## src/rtl/store_pkg.sv

```systemverilog
// Shared types for the register-to-memory store path.
// Size codes, FSM states and read-latency bounds.
package store_pkg;

    localparam int DATA_W  = 32;
    localparam int LAT_MIN = 1;
    localparam int LAT_MAX = 3;

    localparam logic [1:0] SZ_WORD = 2'd0;
    localparam logic [1:0] SZ_HALF = 2'd1;
    localparam logic [1:0] SZ_BYTE = 2'd2;
    localparam logic [1:0] SZ_RSVD = 2'd3;

    typedef enum logic [2:0] {
        IDLE = 3'd0,
        RD   = 3'd1,
        MG   = 3'd2,
        WR   = 3'd3,
        DN   = 3'd4,
        ERR  = 3'd5
    } state_e;

    // Misaligned word/half or the reserved size code.
    function automatic logic req_bad(
        input logic [1:0] size,
        input logic [1:0] off
    );
        return (size == SZ_WORD && off != 2'd0)
            || (size == SZ_HALF && off[0])
            || (size == SZ_RSVD);
    endfunction

endpackage

```

## src/rtl/store_rmw_unit_if.sv

```systemverilog
// Control-side request and data-memory bus of the store unit.
// master = control/memory side, slave = store unit.
interface store_rmw_unit_if;
    import store_pkg::*;

    logic              start;
    logic [1:0]        store_size;
    logic [DATA_W-1:0] addr;
    logic [DATA_W-1:0] B_out;
    logic [DATA_W-1:0] mem_rdata;
    logic [DATA_W-1:0] mem_addr;
    logic [DATA_W-1:0] mem_wdata;
    logic              mem_we;
    logic              busy;
    logic              done;
    logic              align_err;

    modport master (
        output start, store_size, addr, B_out, mem_rdata,
        input  mem_addr, mem_wdata, mem_we, busy, done, align_err
    );

    modport slave (
        input  start, store_size, addr, B_out, mem_rdata,
        output mem_addr, mem_wdata, mem_we, busy, done, align_err
    );

endinterface

```

## src/rtl/store_merge.sv

```systemverilog
// Lane merge: drops the low byte/half of data_i into word_i
// at the lane picked by offset_i; a word store takes data_i whole.
module store_merge
    import store_pkg::*;
(
    input  logic [DATA_W-1:0] word_i,
    input  logic [DATA_W-1:0] data_i,
    input  logic [1:0]        size_i,
    input  logic [1:0]        offset_i,
    output logic [DATA_W-1:0] word_o
);

    logic [4:0] byte_lsb;
    logic [4:0] half_lsb;

    assign byte_lsb = {offset_i, 3'b000};
    assign half_lsb = {offset_i[1], 4'b0000};

    always_comb begin
        word_o = word_i;
        case (size_i)
            SZ_WORD: word_o = data_i;
            SZ_HALF: word_o[half_lsb +: 16] = data_i[15:0];
            SZ_BYTE: word_o[byte_lsb +: 8]  = data_i[7:0];
            default: word_o = word_i;
        endcase
    end

endmodule

```

## src/rtl/store_rmw_unit.sv

```systemverilog
// Store path for sw/sh/sb: word stores write directly,
// half/byte stores read the word, merge the lanes, then write.
module store_rmw_unit
    import store_pkg::*;
#(
    parameter int MEM_LAT = 1
) (
    input logic             clk,
    input logic             reset,
    store_rmw_unit_if.slave bus
);

    localparam logic [1:0] CNT_INIT = 2'(MEM_LAT - 1);

    state_e            state_q, state_d;
    logic [1:0]        cnt_q, cnt_d;
    logic [1:0]        size_q, size_d;
    logic [DATA_W-1:0] addr_q, addr_d;
    logic [DATA_W-1:0] data_q, data_d;
    logic [DATA_W-1:0] rdata_q, rdata_d;
    logic [DATA_W-1:0] merged;

    store_merge u_merge (
        .word_i   (rdata_q),
        .data_i   (data_q),
        .size_i   (size_q),
        .offset_i (addr_q[1:0]),
        .word_o   (merged)
    );

    always_ff @(posedge clk or negedge reset) begin
        if (!reset) begin
            state_q <= IDLE;
            cnt_q   <= '0;
            size_q  <= '0;
            addr_q  <= '0;
            data_q  <= '0;
            rdata_q <= '0;
        end else begin
            state_q <= state_d;
            cnt_q   <= cnt_d;
            size_q  <= size_d;
            addr_q  <= addr_d;
            data_q  <= data_d;
            rdata_q <= rdata_d;
        end
    end

    always_comb begin
        state_d = state_q;
        cnt_d   = cnt_q;
        size_d  = size_q;
        addr_d  = addr_q;
        data_d  = data_q;
        rdata_d = rdata_q;
        unique case (state_q)
            IDLE: begin
                if (bus.start) begin
                    size_d = bus.store_size;
                    addr_d = bus.addr;
                    data_d = bus.B_out;
                    if (req_bad(bus.store_size, bus.addr[1:0])) begin
                        state_d = ERR;
                    end else if (bus.store_size == SZ_WORD) begin
                        state_d = WR;
                    end else begin
                        state_d = RD;
                        cnt_d   = CNT_INIT;
                    end
                end
            end
            // mem_addr is held while the memory read is in flight
            RD: begin
                if (cnt_q == 2'd0) begin
                    state_d = MG;
                end else begin
                    cnt_d = cnt_q - 2'd1;
                end
            end
            MG: begin
                rdata_d = bus.mem_rdata;
                state_d = WR;
            end
            WR:      state_d = DN;
            DN:      state_d = IDLE;
            ERR:     state_d = IDLE;
            default: state_d = IDLE;
        endcase
    end

    // Decoded straight from the state so reset clears them at once.
    assign bus.mem_addr  = {addr_q[DATA_W-1:2], 2'b00};
    assign bus.mem_wdata = merged;
    assign bus.mem_we    = (state_q == WR);
    assign bus.busy      = (state_q == RD) || (state_q == MG)
                        || (state_q == WR);
    assign bus.done      = (state_q == DN) || (state_q == ERR);
    assign bus.align_err = (state_q == ERR);

endmodule

```

## src/flat_wrapper.sv

```systemverilog
// flat-port wrapper written by rule: the top's interface ports become plain ports
module store_rmw_unit_flat import store_pkg::*;
#(
    parameter int MEM_LAT = 1
)
  (clk, reset, bus_start, bus_store_size, bus_addr, bus_B_out, bus_mem_rdata, bus_mem_addr, bus_mem_wdata, bus_mem_we, bus_busy, bus_done, bus_align_err);
  store_rmw_unit_if bus_i ();
  input logic clk;
  input logic reset;
  input wire logic [$bits(bus_i.start)-1:0] bus_start;
  input wire logic [$bits(bus_i.store_size)-1:0] bus_store_size;
  input wire logic [$bits(bus_i.addr)-1:0] bus_addr;
  input wire logic [$bits(bus_i.B_out)-1:0] bus_B_out;
  input wire logic [$bits(bus_i.mem_rdata)-1:0] bus_mem_rdata;
  output wire logic [$bits(bus_i.mem_addr)-1:0] bus_mem_addr;
  output wire logic [$bits(bus_i.mem_wdata)-1:0] bus_mem_wdata;
  output wire logic [$bits(bus_i.mem_we)-1:0] bus_mem_we;
  output wire logic [$bits(bus_i.busy)-1:0] bus_busy;
  output wire logic [$bits(bus_i.done)-1:0] bus_done;
  output wire logic [$bits(bus_i.align_err)-1:0] bus_align_err;
  assign bus_i.start = bus_start;
  assign bus_i.store_size = bus_store_size;
  assign bus_i.addr = bus_addr;
  assign bus_i.B_out = bus_B_out;
  assign bus_i.mem_rdata = bus_mem_rdata;
  assign bus_mem_addr = bus_i.mem_addr;
  assign bus_mem_wdata = bus_i.mem_wdata;
  assign bus_mem_we = bus_i.mem_we;
  assign bus_busy = bus_i.busy;
  assign bus_done = bus_i.done;
  assign bus_align_err = bus_i.align_err;
  store_rmw_unit #(.MEM_LAT(MEM_LAT)) u_core (.clk(clk), .reset(reset), .bus(bus_i));
endmodule
```

## config.mk

```make
export PLATFORM = sky130hd
export DESIGN_NAME = store_rmw_unit_flat
export DESIGN_NICKNAME = d
export VERILOG_FILES = /design/src/rtl/store_pkg.sv /design/src/rtl/store_rmw_unit_if.sv /design/src/rtl/store_merge.sv /design/src/rtl/store_rmw_unit.sv /design/src/flat_wrapper.sv
export SDC_FILE = /design/constraint.sdc
export NUM_CORES = 1
export LEC_CHECK = 0
export ABC_CLOCK_PERIOD_IN_PS = 2890
export CAP_MARGIN = 25
export CORE_MARGIN = 2
export CORE_UTILIZATION = 48
export DETAILED_ROUTE_END_ITERATION = 10
export PLACE_DENSITY = 0.83
export SLEW_MARGIN = 5
export SYNTH_ARGS = -nofsm -noshare
export SYNTH_HDL_FRONTEND = slang
export SYNTH_SLANG_ARGS = --single-unit
export TNS_END_PERCENT = 100
```

## constraint.sdc

```tcl
create_clock -name clk -period 2.89 [get_ports clk]
set_input_delay 0.4335 -clock clk [delete_from_list [all_inputs] [get_ports clk]]
set_output_delay 0.4335 -clock clk [all_outputs]
set_load 0.02 [all_outputs]
```

# Yosys cells after proc, flatten, opt, wreduce, memory -nomap -nowiden

Index checks and enable logic that the tools add are counted.

Flip-flop bits (word level): 103
Input port bits: 101
Output and inout bits: 68

Add/subtract/negate cells: 3
Eq/ne operators: 14
Shift operators: 4
Multiplexer cells: 13
Reductions and logical operators: 16

Operators by type and width:

| operator                  | count |
|---|---|
| $pmux W32 S3              | 1 |
| $bwmux W32                | 2 |
| $shift A16 B7 Y32 const A | 1 |
| $shift A8 B7 Y32 const A  | 1 |
| $shiftx A16 B7 Y32        | 1 |
| $shiftx A8 B7 Y32         | 1 |
| $neg A5 Y7                | 2 |
| $pmux W3 S4               | 1 |
| $mux W2                   | 5 |
| $mux W3                   | 3 |
| $ne A2 B2 Y1 const B      | 4 |
| $eq A3 B2 Y1 const B      | 2 |
| $eq A3 B3 Y1 const B      | 2 |
| $logic_not A2 Y1          | 3 |
| $logic_or A1 B1 Y1        | 5 |
| $reduce_and A5 Y1         | 1 |
| $eq A2 B1 Y1 const B      | 2 |
| $eq A2 B2 Y1 const B      | 2 |
| $pmux W2 S2               | 1 |
| $reduce_and A2 Y1         | 2 |
| $reduce_bool A2 Y1        | 2 |
| $eq A3 B1 Y1 const B      | 1 |
| $logic_not A3 Y1          | 1 |
| $logic_and A1 B1 Y1       | 2 |
| other kinds (2)           | 2 |

# Logic depth before layout (Yosys ltp)

Gate-level depths: netlist of run 1.

Word-level depth: 7
Mapped depth: 6
Gate-level depth less buffers: 5

# Cells and area by module

From an unflattened synthesis of run 1, not the netlist that was laid out.

Cells, all modules: 425
Area total of the unflattened synthesis: 5238.8 sq um

Modules (own cells, without submodules):

| module         | times used | cells each | area each (sq um) | seq. area each (sq um) |
|---|---|---|---|---|
| store_rmw_unit | 1          | 282        | 4292.9            | 2577.5 |
| store_merge    | 1          | 143        | 945.9             | 0.0 |

# Least setup slack after synthesis of run 1

No wires, ideal clock.

Kind: reg2out
Start point: reg u_core.addr_q[1]
End point: out bus_mem_wdata[17]
Arrival: 1.904 ns
Required time: 2.457 ns
Setup slack: 0.553 ns
Stages on the path, launching flop included: 7
Path through: dfrtp_1 inv_1 ha_1 nor4bb_1 clkbuf_1 nand3_1 o221ai_1

Longest elaborated chain between the ends: 4
Elaborated cells between the ends (all ways): 9
Those cells by class: add/sub: 2; shift: 4; mux: 3

Ends and longest elaborated chain:

| element                                          | RTL line                             | source |
|---|---|---|
| start, declared                                  | store_rmw_unit.sv:18                 | `logic [DATA_W-1:0] addr_q, addr_d;` |
| start signal, assigned                           | store_rmw_unit.sv:43                 | `addr_q <= addr_d;` |
| $neg A5 Y7, on equally long branches             | store_merge.sv:23, store_merge.sv:24 |  |
| $shiftx A16 B7 Y32, or another cell as far along | store_merge.sv:23                    | `SZ_HALF: word_o[half_lsb +: 16] = data_i[15:0];` |
| $bwmux W32, on equally long branches             | store_merge.sv:23, store_merge.sv:24 |  |
| $pmux W32 S3 *                                   | store_merge.sv:21                    | `case (size_i)` |
| end, declared                                    | flat_wrapper.sv:16                   | `output wire logic [$bits(bus_i.mem_wdata)-1:0] bus_mem_wdata;` |

Mark *: on every way between the ends. The rest lies on a longest branch, timed or not.

# Final worst setup path of run 1

Start point: reg u_core.addr_q[1]
End point: out bus_mem_wdata[19]

Same word-level chain as after synthesis.

==> flow_metrics.tcl, run 1 <==
set metrics [dict create \
    status "complete, no violations" \
    path_clk_slew_ns 0.07 \
    crit_top_cell "buf_4" \
    hpwl_um 10900 \
    die_x_um 113 \
    root_buffer "clkbuf_16" \
    crit_path_end "bus_mem_wdata[19]" \
    core-area_um2 11500 \
    relSlewSlack_pct 54.6 \
    cts_max_level 3 \
    numCtsBuffers 9 \
    cts.path.max_buffers 2 \
    synth.area.top_cells "dfrtp_1 (45%), mux2_4 (15%), mux2_2 (6.2%), buf_4 (4.4%), buf_12 (2.1%)" \
    syn-mean-instance-area_um2 12.0 \
    slew_violations 0 \
    switching_share_pct 41.7 \
    cp_max_fo 16 \
    ir_drop_v 0.000749 \
    finalHoldViolCount 0 \
    synth_top_flop_cell "dfrtp_1" \
    wl_per_cell_um 19.7 \
    max_freq_mhz 357 \
    rows 39 \
    power_frac_seq_pct 30.7 \
    postSynthCellCount 472 \
    fillCellCount 872 \
    grt_start_max_net_pins 59 \
    regArea_um2 2580 \
    grt_pass1_vias 4388 \
    multiInputGateArea_um2 2600 \
    final_net_count 717 \
    placed_cells 740 \
    critPathRequiredTime_ns 2.46 \
    overflow 0 \
    port_buffers 166 \
    tns_ns 0 \
    fin_cells 758 \
    area_growth_pct 32.2 \
    power.share.clock_pct 12.0 \
    pin_count 169 \
    drc_errors 0 \
    rsz0062_at_grt "false" \
    maxCapViolations 0 \
    cts_tree "yes" \
    crit_chain "buf_4 > ha_1 > nor4bb_1 > buf_4 > a32o_1 > a221o_1 > dlygate4sd2_1" \
    netlist_area_um2 5670 \
    initial_core_util_pct 49.4 \
    fin_crit_ns 2.80 \
    reg2regPathDepth 3 \
    critPathLaunchType "flip-flop" \
    startpoint "u_core.addr_q[1]" \
    synth-edff-count 0 \
    postRouteAntennaNets 0 \
    avgViaCountPerCell 5.61 \
    yosysTopAreaCellShare_pct 45.5 \
    ys_warn_count 0 \
    wl_um 14900 \
    critical_path_class "flip-flop to output port" \
    tightestPinTransition_ns 0.672 \
    p_switching_uw 3940 \
    fin_crit_sh_pct 96.8 \
    drive_gt1_share_pct 22.3 \
    grt_usage_pct 24.2 \
    first_pass_iters 4 \
    die_h_um 113 \
    synth_seq_cells 103 \
    powerDensity_nw_per_um2 1260 \
    clk_latency_ns 0.35 \
    grt_pass1_wl_um 24000 \
    post-synth-top-count-cell "dfrtp_1" \
    r2r_slack_ns 1.02 \
    synth_cell_type_count 50 \
    pwr-share-comb_pct 57.3 \
    synthArstFlopShare_pct 100 \
    die_area_um2 12700 \
    ys_seq_area_share_pct 45.5 \
    timing.rr.end "u_core.addr_q[7]" \
    hold_buffers 0 \
    fin_skew_ns 0.00700 \
    drt_iter0_drc 295 \
    yosys.area.top_type "dfrtp_1" \
    hp-class "primary input to async pin" \
    antenna_found_initial 0 \
    endpoint_kind "output port" \
    n_antenna_cell 0 \
    critical_path.max_stage_delay_ns 0.38 \
    cts_num_sinks 103 \
    p_leak_uw 0.00333 \
    p_int_uw 5500 \
    vias 4249 \
    setup_viol 0 \
    cp_slowest_cell "dfrtp_1" \
    synthTopCellsByCount "dfrtp_1 (103), mux2_4 (58), buf_4 (33), mux2_2 (31), o21ai_0 (23)" \
    globalplace.congestion 0.923 \
    arrival_ns 2.37 \
    reg2reg_from "u_core.state_q[0]" \
]
metrics by stage:
step | utilization [%] | setup WS [ns] | hold WS (ns) | cell area, um2 | power, uW
floorplan | - | 0.553 | 0.138 | 5670 | 6570
global placement | 63.0 | 0.201 | 0.438 | 7220 | 8390
detailed placement | 63.0 | 0.165 | 0.449 | 7220 | 8540
CTS | 65.4 | 0.0728 | 0.113 | 7490 | 9460
global route | 65.4 | 0.00506 | 0.117 | 7500 | 10000
finish | 65.4 | 0.0912 | 0.0867 | 7500 | 9440
how the worst min path moves through the flow:
stage	from	endpoint	slack (ns)
3_5_place_dp	u_core.cnt_q[0]	u_core.cnt_q[0]	0.45
4_1_cts	reset	u_core.rdata_q[22]	0.11
6_report	reset	u_core.rdata_q[22]	0.09
3_3_place_gp	u_core.cnt_q[0]	u_core.cnt_q[0]	0.44
2_1_floorplan	reset	u_core.addr_q[0]	0.14
5_1_grt	reset	u_core.rdata_q[22]	0.12
placed cells by master, fill, tap and decap left out, types with 2 or more instances in the layout:
master,netlist,final
dfrtp_1,103,103
a22o_1,3,3
a31oi_1,13,13
a21o_1,2,2
o21ai_0,23,23
dlygate4sd2_1,0,31
a21oi_1,13,13
and3_1,7,7
nand3_1,20,20
nand2_1,14,14
mux2_2,31,31
conb_1,1,2
mux2i_1,7,7
nor2b_1,11,11
inv_6,0,2
inv_2,0,2
buf_12,6,2
o211ai_1,9,9
mux2_4,58,58
nor2_1,7,7
a32oi_1,3,3
a32o_1,2,2
and2_1,3,3
buf_4,33,21
ha_1,6,5
inv_1,15,13
a22oi_1,6,6
clkinvlp_4,0,3
clkdlybuf4s50_1,0,133
nand4_1,2,2
nand2b_1,7,7
nor3b_1,3,2
o22ai_1,10,10
clkbuf_16,0,9
o221ai_1,6,6
a221o_1,2,2
o2bb2ai_1,6,6
worst max-delay path: cells and delay by family, from the launching register on:
kind	cells	cell delay, ns
buf+inv	3	0.68
compound gates	2	0.58
flops	1	0.38
fa+ha+maj	1	0.22
simple gates	1	0.14
per-layer routing:
layer	track usage (%)	up-vias	part of all wire (%)
met2	39.6	168	49
met3	5.14	21	7.0
met4	8.29	0	2.3
li1	-	1966	-
met1	32.2	2094	42
met5	0	-	0
power groups by stage:
stage	clock [uW]	combinational (uW)	sequential, uW
3_5_place_dp	0	5640	2890
3_3_place_gp	0	5530	2860
5_1_grt	1220	5810	2990
6_report	1130	5410	2900
2_1_floorplan	0	4000	2580
4_1_cts	1160	5430	2880
sequential cells by signal (all words and copies together) (netlist names):
signal	cells
u_core.addr_q	32
u_core.data_q	32
u_core.cnt_q	2
u_core.size_q	2
u_core.rdata_q	32
u_core.state_q	3
final cells by class:
type	instances	area share (%)
Timing Repair Buffer	188	24.2
Clock inverter	6	0.601
Tap cell	143	2.39
Clock buffer	10	3.05
Multi-Input combinational cell	293	34.7
Inverter	15	0.751
Sequential cell	103	34.4
cells by family (layout without fill, tap and decap cells):
kind of cell             after synthesis  after routing  share of synthesized area (%)
multiplexers                          96             96                           22.7
AO/OA/AOI/OAI                        103            103                           12.2
AND/OR/NAND/NOR                       86             86                           8.78
buffers and inverters                 77            219                           9.38
adder cells (fa/ha/maj)                6              6                           1.32
flip-flops                           103            103                           45.5
other                                  1              2                         0.0661
repair_timing:
item	4_1_cts	5_1_grt
setup buffers	2	0
gates resized for setup	35	3
pin swaps	1	0
endpoints found under the setup margin	32	6
Power figures use the tool's default switching activity.
==> run 2, diff against run 1 <==
--- a/config.mk
+++ b/config.mk
@@ -5,12 +5,13 @@
 export SDC_FILE = /design/constraint.sdc
 export NUM_CORES = 1
 export LEC_CHECK = 0
-export ABC_CLOCK_PERIOD_IN_PS = 2890
+export ABC_CLOCK_PERIOD_IN_PS = 3300
 export CAP_MARGIN = 25
 export CORE_MARGIN = 2
-export CORE_UTILIZATION = 48
+export CORE_UTILIZATION = 55
 export DETAILED_ROUTE_END_ITERATION = 10
-export PLACE_DENSITY = 0.83
+export DONT_BUFFER_PORTS = 1
+export PLACE_DENSITY = 0.75
 export SLEW_MARGIN = 5
 export SYNTH_ARGS = -nofsm -noshare
 export SYNTH_HDL_FRONTEND = slang
==> constraint.sdc (replaced) <==
create_clock -name clk -period 3.3 [get_ports clk]
set_input_delay 0.495 -clock clk [delete_from_list [all_inputs] [get_ports clk]]
set_output_delay 0.495 -clock clk [all_outputs]
set_load 0.02 [all_outputs]
==> flow_metrics.tcl, run 2 (synthesis results as in run 1) <==
set metrics [dict create \
    rsz0062_at_grt "false" \
    die_h_um 106 \
    max_freq_mhz 330 \
    cp_max_fo 17 \
    met3_usage_pct 7.11 \
    drt_iter0_drc 254 \
    reg2reg_from "u_core.state_q[0]" \
    powerDensity_nw_per_um2 1220 \
    endpoint_kind "output port" \
    wl_per_cell_um 22.4 \
    area_growth_pct 0.287 \
    port_buffers 0 \
    avgViaCountPerCell 6.32 \
    grt_util_met2_pct 37.4 \
    drive_gt1_share_pct 27.5 \
    pin_count 169 \
    layout_common_cells "dfrtp_1 (102), mux2_4 (58), mux2_2 (31)" \
    grt_usage_pct 23.7 \
    layout_commonest_cell "dfrtp_1" \
    postRouteAntennaNets 0 \
    multiInputGateArea_um2 2570 \
    slew_violations 0 \
    reg2regPathDepth 3 \
    initial_core_util_pct 55.7 \
    core-area_um2 10200 \
    overflow 0 \
    die_area_um2 11100 \
    ir_drop_v 0.000529 \
    fillCellCount 858 \
    critPathLaunchType "flip-flop" \
    n_antenna_cell 0 \
    reg.largest.list "u_core.addr_q x32, u_core.data_q x32, u_core.rdata_q x32" \
    antenna_found_initial 0 \
    tightestPinTransition_ns 0.791 \
    drc_errors 0 \
    fin_cells 576 \
    tns_ns 0 \
    cts.path.max_buffers 2 \
    critical_path_class "flip-flop to output port" \
    cts_tree "yes" \
    r2r_slack_ns 1.13 \
    hpwl_um 9240 \
    maxCapViolations 0 \
    globalRouteMet1Util_pct 31.4 \
    vias 3640 \
    gr-max-usage-layer "met2" \
    root_buffer "clkbuf_8" \
    first_pass_iters 5 \
    p_leak_uw 0.00254 \
    grt_pass1_wl_um 20400 \
    numCtsBuffers 9 \
    placed_cells 559 \
    finalHoldViolCount 0 \
    status "complete, no violations" \
    critPathRequiredTime_ns 2.80 \
    regArea_um2 2580 \
    final_net_count 542 \
    path_clk_slew_ns 0.09 \
    clk_latency_ns 0.36 \
    fin_crit_sh_pct 91.8 \
    fin_ws_ns 0.271 \
    die_x_um 106 \
    globalplace.congestion 0.921 \
    cts_max_level 3 \
    setup_viol 0 \
    relSlewSlack_pct 47.2 \
    wl_um 12900 \
    fin_skew_ns 0.00892 \
    hp-class "primary input to async pin" \
    grt_start_max_net_pins 104 \
    pre_cts_ws_ns 0.576 \
    timing.rr.end "u_core.addr_q[5]" \
    cts_num_sinks 103 \
    grt_pass1_vias 3697 \
    arrival_ns 2.53 \
    post_cts_buffers 0 \
    fin_crit_ns 3.03 \
    rows 37 \
]
## run 2: cell count changes in the layout (fill, tap and decap cells not counted), sizes merged, moves of 2 or more
cell,delta
buf,-10
clkinvlp,-2
clkdlybuf4s50,-133
dlygate4sd2,-31
clkbuf,+2
## run 2: worst max path at each step
| stage | start | end | depth (start not counted) |
|---|---|---|---|
| final | u_core.addr_q[1] | bus_mem_wdata[27] | 5 |
| after CTS | u_core.addr_q[1] | bus_mem_wdata[29] | 5 |
| after detailed placement | u_core.addr_q[1] | bus_mem_wdata[29] | 5 |
| after global placement | u_core.addr_q[1] | bus_mem_wdata[29] | 5 |
| after floorplan | u_core.addr_q[1] | bus_mem_wdata[17] | 6 |
| after global routing | u_core.addr_q[1] | bus_mem_wdata[27] | 5 |
## run 2: through the flow
stage               hold slack, ns  util, %  area [um2]  total power, uW
global placement             0.202     53.7        5470             6010
global route                0.0738     55.8        5690             7360
floorplan                    0.199        -        5670             5750
CTS                         0.0651     55.8        5690             6970
detailed placement           0.203     53.7        5470             6130
finish                      0.0497     55.8        5690             6960
## run 2: power by group
group          internal [uW]  switching [uW]  leakage (uW)
clock                    356             432     0.0000912
combinational           1520            1810       0.00123
sequential              1910             939       0.00122
## run 2: layout make-up
class,instances,share of cell area (%)
timing repair buffer,13,2.07
clock buffer,12,2.38
tap,136,2.99
inverter,15,0.990
sequential,103,45.3
multi-input combinational,293,45.3
clock inverter,4,0.968
## run 2: per-layer routing
layer	vias up	part of all wire, %
li1	1614	-
met1	1818	41
met2	189	47
met3	19	10
met4	0	2.0
met5	-	0
## run 2: critical path, stage by stage, from the launching register on
cell and delay (ns):
dfrtp_2 0.51, inv_1 0.15, ha_1 0.37, nor4bb_1 0.47
a32oi_1 0.17, o211ai_1 0.49
## run 2: timing repair
| item | 4_1_cts | 5_1_grt |
|---|---|---|
| endpoints found under the setup margin | 0 | 2 |
| gates resized for setup | 0 | 1 |
| hold buffers | 1 | 0 |
| hold endpoints to repair | 103 | 0 |
